### src/rtl/tmds_pkg.sv
// -----------------------------------------------------------------------------
// tmds_pkg
// Shared constants and helpers for the per-channel TMDS encoder:
//   - period select codes (mode input of tmds_channel_encoder)
//   - the four control tokens and the two guard-band symbols
//   - the 16-entry TERC4 symbol table used for data islands
//   - popcount8, a small bit-count helper used by both pipeline stages
// Symbol constants are written as dout[9:0]; bit 0 is transmitted first.
// -----------------------------------------------------------------------------
package tmds_pkg;

  // Period select codes; 5..7 are reserved and behave as CTRL.
  localparam logic [2:0] MODE_CTRL        = 3'd0;
  localparam logic [2:0] MODE_VIDEO       = 3'd1;
  localparam logic [2:0] MODE_VIDEO_GUARD = 3'd2;
  localparam logic [2:0] MODE_DATA_ISLAND = 3'd3;
  localparam logic [2:0] MODE_DATA_GUARD  = 3'd4;

  // Control tokens indexed by {c1,c0}.
  localparam logic [9:0] CTRL_TOKEN_00 = 10'b1101010100;
  localparam logic [9:0] CTRL_TOKEN_01 = 10'b0010101011;
  localparam logic [9:0] CTRL_TOKEN_10 = 10'b0101010100;
  localparam logic [9:0] CTRL_TOKEN_11 = 10'b1010101011;

  // Guard-band symbols: GUARD_A is the video guard on channels 0/2,
  // GUARD_B is the video guard on channel 1 and the data guard on 1/2.
  localparam logic [9:0] GUARD_A = 10'b1011001100;
  localparam logic [9:0] GUARD_B = 10'b0100110011;

  function automatic logic [9:0] ctrl_token(input logic [1:0] sel);
    logic [9:0] sym;
    case (sel)
      2'b00:   sym = CTRL_TOKEN_00;
      2'b01:   sym = CTRL_TOKEN_01;
      2'b10:   sym = CTRL_TOKEN_10;
      default: sym = CTRL_TOKEN_11;
    endcase
    return sym;
  endfunction

  function automatic logic [9:0] terc4_lookup(input logic [3:0] nib);
    logic [9:0] sym;
    case (nib)
      4'h0:    sym = 10'b1010011100;
      4'h1:    sym = 10'b1001100011;
      4'h2:    sym = 10'b1011100100;
      4'h3:    sym = 10'b1011100010;
      4'h4:    sym = 10'b0101110001;
      4'h5:    sym = 10'b0100011110;
      4'h6:    sym = 10'b0110001110;
      4'h7:    sym = 10'b0100111100;
      4'h8:    sym = 10'b1011001100;
      4'h9:    sym = 10'b0100111001;
      4'hA:    sym = 10'b0110011100;
      4'hB:    sym = 10'b1011000110;
      4'hC:    sym = 10'b1010001110;
      4'hD:    sym = 10'b1001110001;
      4'hE:    sym = 10'b0101100011;
      default: sym = 10'b1011000011;
    endcase
    return sym;
  endfunction

  function automatic logic [3:0] popcount8(input logic [7:0] v);
    logic [3:0] n;
    n = '0;
    for (int i = 0; i < 8; i++) begin
      n = n + {3'b000, v[i]};
    end
    return n;
  endfunction

endpackage

### src/rtl/tmds_qm_stage.sv
// -----------------------------------------------------------------------------
// tmds_qm_stage
// First pipeline stage of the TMDS encoder: transition-minimised q_m word
// (XOR or XNOR chain chosen by the pixel's ones count) registered together
// with the period select and the side-band inputs needed by stage 2.
// Ports:
//   clk, rst       pixel clock, synchronous active-high reset
//   ce             clock enable; registers hold while low
//   mode/din/ctrl/terc4   raw inputs from the timing generator
//   q_m_reg        registered 9-bit q_m (bit 8 = 1 for XOR, 0 for XNOR)
//   mode_reg, ctrl_reg, terc4_reg   side-band inputs aligned with q_m_reg
//   valid_reg      high once this stage has captured a post-reset input
// -----------------------------------------------------------------------------
module tmds_qm_stage
  import tmds_pkg::*;
(
  input  logic       clk,
  input  logic       rst,
  input  logic       ce,
  input  logic [2:0] mode,
  input  logic [7:0] din,
  input  logic [1:0] ctrl,
  input  logic [3:0] terc4,
  output logic [8:0] q_m_reg,
  output logic [2:0] mode_reg,
  output logic [1:0] ctrl_reg,
  output logic [3:0] terc4_reg,
  output logic       valid_reg
);

  logic [3:0] n1;
  logic       use_xnor;
  logic [8:0] q_m_next;

  assign n1 = popcount8(din);
  // XNOR chain for ones-heavy pixels (ties broken on din[0]) keeps the
  // number of transitions in the 8 data bits low.
  assign use_xnor = (n1 > 4'd4) || ((n1 == 4'd4) && !din[0]);

  always_comb begin
    q_m_next    = '0;
    q_m_next[0] = din[0];
    for (int i = 1; i < 8; i++) begin
      q_m_next[i] = use_xnor ? ~(q_m_next[i-1] ^ din[i]) : (q_m_next[i-1] ^ din[i]);
    end
    q_m_next[8] = ~use_xnor;
  end

  always_ff @(posedge clk) begin
    if (rst) begin
      q_m_reg   <= '0;
      mode_reg  <= MODE_CTRL;
      ctrl_reg  <= 2'b00;
      terc4_reg <= '0;
      valid_reg <= 1'b0;
    end else if (ce) begin
      q_m_reg   <= q_m_next;
      mode_reg  <= mode;
      ctrl_reg  <= ctrl;
      terc4_reg <= terc4;
      valid_reg <= 1'b1;
    end
  end

endmodule

### src/rtl/tmds_channel_encoder.sv
// -----------------------------------------------------------------------------
// tmds_channel_encoder
// One TMDS/HDMI channel encoder with a 2-stage pipeline: stage 1 produces
// q_m (tmds_qm_stage), stage 2 applies DC balancing for video or selects a
// fixed symbol for control, guard-band and TERC4 data-island periods.
// Parameters:
//   CHANNEL  0..2, selects guard-band symbols and channel-0 data-guard TERC4
//   DISP_W   width of the signed running-disparity counter (>= 5)
// Ports:
//   clk, rst     pixel clock, synchronous active-high reset
//   ce           clock enable for the whole pipeline and the disparity
//   mode         period select (see tmds_pkg MODE_*)
//   din          8-bit pixel component (VIDEO)
//   ctrl         {c1,c0} token select; {VSYNC,HSYNC} on channel 0 data guard
//   terc4        data-island nibble
//   dout         10-bit symbol, bit 0 first on the wire
//   dout_valid   stage 2 holds a symbol captured after reset
//   disparity    signed running disparity after the current dout
// -----------------------------------------------------------------------------
module tmds_channel_encoder
  import tmds_pkg::*;
#(
  parameter int CHANNEL = 0,
  parameter int DISP_W  = 5
) (
  input  logic                     clk,
  input  logic                     rst,
  input  logic                     ce,
  input  logic [2:0]               mode,
  input  logic [7:0]               din,
  input  logic [1:0]               ctrl,
  input  logic [3:0]               terc4,
  output logic [9:0]               dout,
  output logic                     dout_valid,
  output logic signed [DISP_W-1:0] disparity
);

  localparam logic signed [DISP_W-1:0] EIGHT = DISP_W'(8);
  localparam logic signed [DISP_W-1:0] TWO   = DISP_W'(2);

  logic [8:0] q_m_reg;
  logic [2:0] mode_reg;
  logic [1:0] ctrl_reg;
  logic [3:0] terc4_reg;
  logic       s1_valid_reg;

  tmds_qm_stage u_qm_stage (
    .clk       (clk),
    .rst       (rst),
    .ce        (ce),
    .mode      (mode),
    .din       (din),
    .ctrl      (ctrl),
    .terc4     (terc4),
    .q_m_reg   (q_m_reg),
    .mode_reg  (mode_reg),
    .ctrl_reg  (ctrl_reg),
    .terc4_reg (terc4_reg),
    .valid_reg (s1_valid_reg)
  );

  // ---------------- stage 2: DC balance / period symbol select -------------
  logic [9:0]               dout_reg, dout_next;
  logic signed [DISP_W-1:0] cnt_reg, cnt_next;
  logic                     valid_reg;

  logic [3:0]               n1q;
  logic signed [DISP_W-1:0] n1q_s, diff;
  logic                     q_m8;
  logic                     cnt_pos, cnt_neg;

  assign q_m8    = q_m_reg[8];
  assign n1q     = popcount8(q_m_reg[7:0]);
  assign n1q_s   = signed'({{(DISP_W-4){1'b0}}, n1q});
  // n1q - n0q with n0q = 8 - n1q
  assign diff    = n1q_s - (EIGHT - n1q_s);
  assign cnt_pos = !cnt_reg[DISP_W-1] && (cnt_reg != '0);
  assign cnt_neg = cnt_reg[DISP_W-1];

  always_comb begin
    dout_next = ctrl_token(ctrl_reg);
    cnt_next  = '0;
    case (mode_reg)
      MODE_VIDEO: begin
        if ((cnt_reg == '0) || (n1q == 4'd4)) begin
          // No bias to correct: q_m8 alone decides inversion.
          dout_next = {~q_m8, q_m8, q_m8 ? q_m_reg[7:0] : ~q_m_reg[7:0]};
          cnt_next  = cnt_reg + (q_m8 ? diff : -diff);
        end else if ((cnt_pos && (n1q > 4'd4)) || (cnt_neg && (n1q < 4'd4))) begin
          // Word would push disparity further the same way: invert it.
          dout_next = {1'b1, q_m8, ~q_m_reg[7:0]};
          cnt_next  = cnt_reg + (q_m8 ? TWO : '0) - diff;
        end else begin
          dout_next = {1'b0, q_m8, q_m_reg[7:0]};
          cnt_next  = cnt_reg - (q_m8 ? '0 : TWO) + diff;
        end
      end
      MODE_VIDEO_GUARD: dout_next = (CHANNEL == 1) ? GUARD_B : GUARD_A;
      MODE_DATA_ISLAND: dout_next = terc4_lookup(terc4_reg);
      MODE_DATA_GUARD:  dout_next = (CHANNEL == 0) ? terc4_lookup({2'b11, ctrl_reg}) : GUARD_B;
      default:          dout_next = ctrl_token(ctrl_reg);
    endcase
  end

  always_ff @(posedge clk) begin
    if (rst) begin
      dout_reg  <= CTRL_TOKEN_00;
      cnt_reg   <= '0;
      valid_reg <= 1'b0;
    end else if (ce) begin
      dout_reg  <= dout_next;
      cnt_reg   <= cnt_next;
      valid_reg <= s1_valid_reg;
    end
  end

  assign dout       = dout_reg;
  assign disparity  = cnt_reg;
  assign dout_valid = valid_reg;

endmodule

### config.mk
export PLATFORM = sky130hd
export DESIGN_NAME = tmds_channel_encoder
export DESIGN_NICKNAME = d
export VERILOG_FILES = /design/src/rtl/tmds_pkg.sv /design/src/rtl/tmds_qm_stage.sv /design/src/rtl/tmds_channel_encoder.sv
export SDC_FILE = /design/constraint.sdc
export NUM_CORES = 1
export LEC_CHECK = 0
export BUFFER_PORTS_ARGS = -buffer_cell sky130_fd_sc_hd__buf_4
export CAP_MARGIN = 0
export CORE_MARGIN = 1
export CORE_UTILIZATION = 54
export CTS_CLUSTER_SIZE = 28
export DETAILED_ROUTE_END_ITERATION = 10
export PLACE_DENSITY_LB_ADDON = 0.25
export SYNTH_ARGS = -nofsm -noshare
export SYNTH_HDL_FRONTEND = slang
export SYNTH_SLANG_ARGS = --single-unit
### constraint.sdc
create_clock -name clk -period 4.59 [get_ports clk]
set_input_delay 0 -clock clk [delete_from_list [all_inputs] [get_ports clk]]
set_output_delay 0 -clock clk [all_outputs]
set_load 0.02 [all_outputs]
=== Word level (Yosys, flattened, before mapping) ===
Memory sizes are Yosys's and may differ from the RTL's. A register that Yosys moved wholly into a read port is not among the register bits.
Index checks and enable logic that the tools add are counted.

* Memories: 1
* Logic and storage cells: 92
* Output and inout port bits: 16
* Memory bits (read-only): 160
* Bits in registers: 35
* Input port bits: 20

{| class="wikitable"
|+ Memory list
! memory !! words !! width !! rd ports !! clocked after memory_dff !! wr ports !! line !! text
|-
| (no name shown) || 16 || 10 || 1 || 1 || 0 || tmds_pkg.sv:43 || <nowiki>case (nib)</nowiki>
|}

* Equal/unequal tests: 8
* Bitwise operators: 17
* $add $sub $neg: 22
* Reductions and logical operators: 12
* Multiplexer cells: 21
* $lt $le $gt $ge: 3

{| class="wikitable"
|+ Operators by type and width
! operator !! count
|-
| $pmux 10 s3 || 2
|-
| $add 4x1->4 || 10
|-
| $pmux 10 s4 || 1
|-
| $mux 10 || 2
|-
| $mux 5 || 4
|-
| $add 5x5->5 || 2
|-
| $sub 5x5->5 || 2
|-
| $not 1->1 || 9
|-
| $eq 4x3->1 const B || 2
|-
| $gt 4x3->1 const B || 2
|-
| $mux 4 || 2
|-
| $mux 8 || 1
|-
| $not 8->8 || 1
|-
| $mux 1 || 7
|-
| $xor 1x1->1 || 7
|-
| $eq 3x2->1 const B || 2
|-
| $add 5x2->5 || 1
|-
| $logic_not 5->1 || 1
|-
| $neg 5->5 || 1
|-
| $reduce_bool 5->1 || 1
|-
| $sub 4x4->5 const A || 1
|-
| $sub 5x2->5 || 1
|-
| $add 1x1->2 || 2
|-
| $add 3x1->4 || 1
|-
| 11 further kinds || 18
|}

=== Logic depth before layout (Yosys ltp) ===
* Depth in word-level cells: 29
* Gate-level depth with buffers: 17
* Depth with buffers taken out: 17

=== Cells and area by module ===
From an unflattened synthesis, not the netlist that was laid out.

* Cells, all modules: 362
* Area total of the unflattened synthesis: 3036.7 um^2

{| class="wikitable"
|+ Modules (own cells, without submodules)
! module !! instances !! area each (um^2) !! cells an instance
|-
| tmds_channel_encoder || 1 || 2050.7 || 262
|-
| tmds_qm_stage || 1 || 985.9 || 100
|}

=== Worst setup path before layout ===
No wires, ideal clock.

* Path type: register -> register
* From: register u_qm_stage.q_m_reg[0]
* To: register cnt_reg[4] (netlist: disparity[4])
* Arrival time: 4.240 ns
* Setup time: 0.077 ns
* Cell stages (with the launch flop): 17
* Buffers on the path: 0
* Clock period less this slack: 4.316 ns
* Path slack: 0.274 ns
* Cell sequence: dfxtp_1 -> inv_1 -> fa_1 -> fa_1 -> fa_1 -> inv_1 -> ha_1 -> fa_1 -> inv_1 -> ha_1 -> mux2_2 -> ha_1 -> a21o_1 -> a21oi_1 -> xnor2_1 -> or3_1 -> a41oi_2

* Word-level cells in the longest chain between the ends: 14
* Elaborated cells between the ends (all ways): 24
* Classes of those cells: add/sub (13); order compare (2); eq/ne (1); mux (4); reduce/logical (4)

{| class="wikitable"
|+ Ends and longest elaborated chain
! element !! line !! text
|-
| start: declaration || tmds_qm_stage.sv:24 || <nowiki>output logic [8:0] q_m_reg,</nowiki>
|-
| start signal: assignment || tmds_qm_stage.sv:57 || <nowiki>q_m_reg <= q_m_next;</nowiki>
|-
| $add 1x1->2 * || tmds_pkg.sv:68 || <nowiki>n = n + {3'b000, v[i]};</nowiki>
|-
| $add 2x1->3 * || tmds_pkg.sv:68 ||
|-
| $add 3x1->4 * || tmds_pkg.sv:68 ||
|-
| $add 4x1->4 * (4 in series) || tmds_pkg.sv:68 ||
|-
| $sub 4x4->5 || tmds_channel_encoder.sv:76 || <nowiki>assign diff = n1q_s - (EIGHT - n1q_s);</nowiki>
|-
| $sub 5x5->5 || tmds_channel_encoder.sv:76 ||
|-
| $neg 5->5 || tmds_channel_encoder.sv:88 || <nowiki>cnt_next = cnt_reg + (q_m8 ? diff : -diff);</nowiki>
|-
| $mux 5 || tmds_channel_encoder.sv:88 ||
|-
| $add 5x5->5 || tmds_channel_encoder.sv:88 ||
|-
| $mux 5 * || tmds_channel_encoder.sv:85 || <nowiki>if ((cnt_reg == '0) || (n1q == 4'd4)) begin</nowiki>
|-
| $mux 5 * || tmds_channel_encoder.sv:83 || <nowiki>case (mode_reg)</nowiki>
|-
| end signal: assignment || tmds_channel_encoder.sv:112 || <nowiki>cnt_reg <= cnt_next;</nowiki>
|-
| end: declaration || tmds_channel_encoder.sv:64 || <nowiki>logic signed [DISP_W-1:0] cnt_reg, cnt_next;</nowiki>
|}

Every way passes the cells marked *; elsewhere a longest branch is shown, timed or not.
A chain may end at the register's enable or synchronous reset.

=== Worst setup path in the final report ===
* From: register u_qm_stage.q_m_reg[3]
* To: register cnt_reg[4] (netlist: disparity[4])

* Word-level cells in the longest chain between the ends: 12
* Elaborated cells between the ends (all ways): 22
* Classes of those cells: add/sub (11); order compare (2); eq/ne (1); mux (4); reduce/logical (4)

{| class="wikitable"
|+ Ends and longest elaborated chain
! element !! line
|-
| $add 3x1->4 * || tmds_pkg.sv:68
|-
| $add 4x1->4 * (4 in series) || tmds_pkg.sv:68
|-
| $sub 4x4->5 || tmds_channel_encoder.sv:76
|-
| $sub 5x5->5 || tmds_channel_encoder.sv:76
|-
| $neg 5->5 || tmds_channel_encoder.sv:88
|-
| $mux 5 || tmds_channel_encoder.sv:88
|-
| $add 5x5->5 || tmds_channel_encoder.sv:88
|-
| $mux 5 * || tmds_channel_encoder.sv:85
|-
| $mux 5 * || tmds_channel_encoder.sv:83
|}

Marks and branches as above.

==> impl_results.md <==
* Status: completed
* IO buf count at 34
* Post-Syn Nets at between 400 and 500
* Crit Path Max Fanout at 3
* DRC viols at 0
* Core ar. at around 6000 sq um
* Syn avg cell area at 8.52 sq um
* Starting DRT DRC Count at between 100 and 150
* # H-tree levels at 2
* Routed len/inst at about 14 microns
* Root buf cell: clkbuf_8
* DR pass1 iterations at 8
* Final Max Tran Viols at 0
* Total gr overflow at 0
* Routed Antenna Nets at 0
* Horiz. Die Dim at a little over 80 microns
* #FFs+latches synth at 44
* Initial core utilization at 56.6%
* Pre-CTS WS at just under 0.06 ns
* Row count at 28
* Setup Viol. Count Final at 0
* Yosys warning count at 0
* Post-DP Area at 3650 sq um
* Least-Margin Pin Slew at 0.918 ns
* Layout cells sized above 1 at roughly 16%
* Cells after synthesis at between 300 and 400
* Cts bufs inserted at 5
* Num ports at 36
* Most common cell after layout, fill and taps aside: nor2_1
* Vias at roughly 2.8k
* Cells on Worst Hold Path at 4
* Setup CP Type: register to register
* Post-Syn Area at about 3400 sq um
* HPWL Detailed at 5.26 mm
* PnR worst setup slack at between 0.1 and 0.15 ns
* RSZ-0062 raised after global routing: true
* Reg2Reg Depth at 16
* CTS clk-pin slew, worst paths at roughly 0.09 ns
* Design area at between 3000 and 4000 sq um
* Max Buffers Root-to-Sink at 2
* Worst skew pair latency at ~0.30 ns
* Largest net degree at the start of global routing at 40
* Sink Count at between 40 and 50
* Ys async rst share at 0%
* Fmax at between 200 and 250 MHz
* Final #Nets at 500
* Count of unique library cells instantiated by Yosys at just under 50
* Area grow syn2layout at 16.7%
* Relative slew margins at around two fifths
* Vias in the first global route at 2,654
* Critical Path AT at about 4.7 ns
* Final wirelength at a little over 7 mm
* First-pass GRT wire length at approximately 12 mm
* CTS tree: yes
* Pwr Total at ~2000 uW
* Vias per cell at about 5.6
* Final hold slack at 0.0842 ns
* Setup TNS at 0 ns
* N_diodes at 0
* All-layer global routing usage at around a quarter
* Peak VDD IR at approximately 370 uV
* Clk_skew at slightly below 0.01 ns
* Min cycle time layout at ~4.5 ns
* Die Span Y at between 80 and 90 microns
* Placer Congestion at roughly 0.84
* Leakage at approximately 0.0018 uW
* CP endpoint kind: register
* Most frequent cells in the layout: nor2_1, dfxtp_1, inv_1
* Seq/Total Area, Yosys at between 20% and 30%
* Critical Path Start Type: register
* EDFF count, synth at 0
* Hold Crit Class: input pin to register
* Fillers at slightly above 500
* Ys flop type: dfxtp_1
* Initial antenna violation count at 0
* PwrDens at 501 nW/um^2
* Final count of hold timing violations at 0
* Req. time, crit path at between 4 and 5 ns
* Total of max-cap violations at 0
* Die area at 6600 sq um
* Final period utilization at between 90% and 100%
synth_stat cells (all sizes together) (6+ instances only):
library cell | count | area (sq um)
a211oi | 7 | 52.6
a21o | 7 | 52.6
a21oi | 24 | 120
buf | 14 | 83.8
dfxtp | 44 | 881
fa | 13 | 260
ha | 35 | 438
inv | 44 | 165
mux2i | 21 | 223
nand2 | 24 | 90.1
nand3 | 11 | 55.1
nand4 | 6 | 37.5
nor2 | 50 | 190
o211ai | 9 | 67.6
o21ai | 18 | 90.1
xnor2 | 21 | 214
xor2 | 6 | 60.1
power breakdown:
| part | switching (uW) | internal [uW] | total (uW) |
|---|---|---|---|
| clock | 139 | 178 | 317 |
| sequential | 41.6 | 426 | 467 |
| combinational | 625 | 573 | 1200 |
| total | 806 | 1180 | 1980 |
cell type report:
cell class / count / area, sq um / area share (%)
clock buffers: 6 / 82.6 / 2.09
clock inverters: 2 / 38.8 / 0.981
inverters: 46 / 173 / 4.37
multi-input cells: 290 / 2310 / 58.5
flip-flops and latches: 44 / 885 / 22.4
well taps: 75 / 93.8 / 2.37
repair buffers: 45 / 370 / 9.36
per-layer routing:
metal / global-route usage, % / up-vias / wire length [microns]
li1: - / 1414 / -
met1: 30.3 / 1336 / 3310
met2: 41.0 / 68 / 3470
met3: 3.37 / 8 / 238
met4: 6.07 / 0 / 74
met5: 0 / - / 0
path summary, 6_finish.rpt:
check | from | endpoint | slack, ns
worst max-delay path | u_qm_stage.q_m_reg[3] | disparity[4] | 0.12
worst min-delay path | din[6] | u_qm_stage.q_m_reg[6] | 0.08
worst max register to register | u_qm_stage.q_m_reg[3] | disparity[4] | 0.12
worst min register to register | dout[8] | dout[8] | 0.47
logic make-up after synthesis:
group | after synthesis | share of synthesized area, %
and+or+nand+nor | 105 | 13.4
muxes | 22 | 6.90
AOI/OAI and AO/OA | 87 | 16.9
buffers and inverters | 64 | 8.01
xor gates and xnor gates | 27 | 8.08
DFF | 44 | 26.0
adders and majority gates | 48 | 20.6
other | 1 | 0.111
critical path: stages, from the launching register on:
cell and delay (ns):
dfxtp_2 0.36, inv_2 0.05, fa_1 0.56, fa_1 0.44, fa_1 0.53, inv_2 0.05
ha_4 0.16, fa_2 0.55, inv_2 0.05, ha_4 0.22, mux2_4 0.29, ha_4 0.21
a21o_1 0.18, a21oi_2 0.13, xnor2_1 0.10, or3_1 0.37, a41oi_2 0.16
repair_timing:
item                                    4_1_cts  5_1_grt
hold buffers                                  8        0
resized for setup                             0       17
endpoints found under the setup margin        0       11
buffers inserted                              0        2
endpoints found under the hold margin         8        0
through the flow:
stage          util (%)  instances
2_1_floorplan         -        398
3_3_place_gp       60.9        490
3_5_place_dp       60.9        490
4_1_cts            64.2        506
5_1_grt            66.0        508
6_report           66.0        508
No activity file was read; power rests on OpenSTA's default activity.
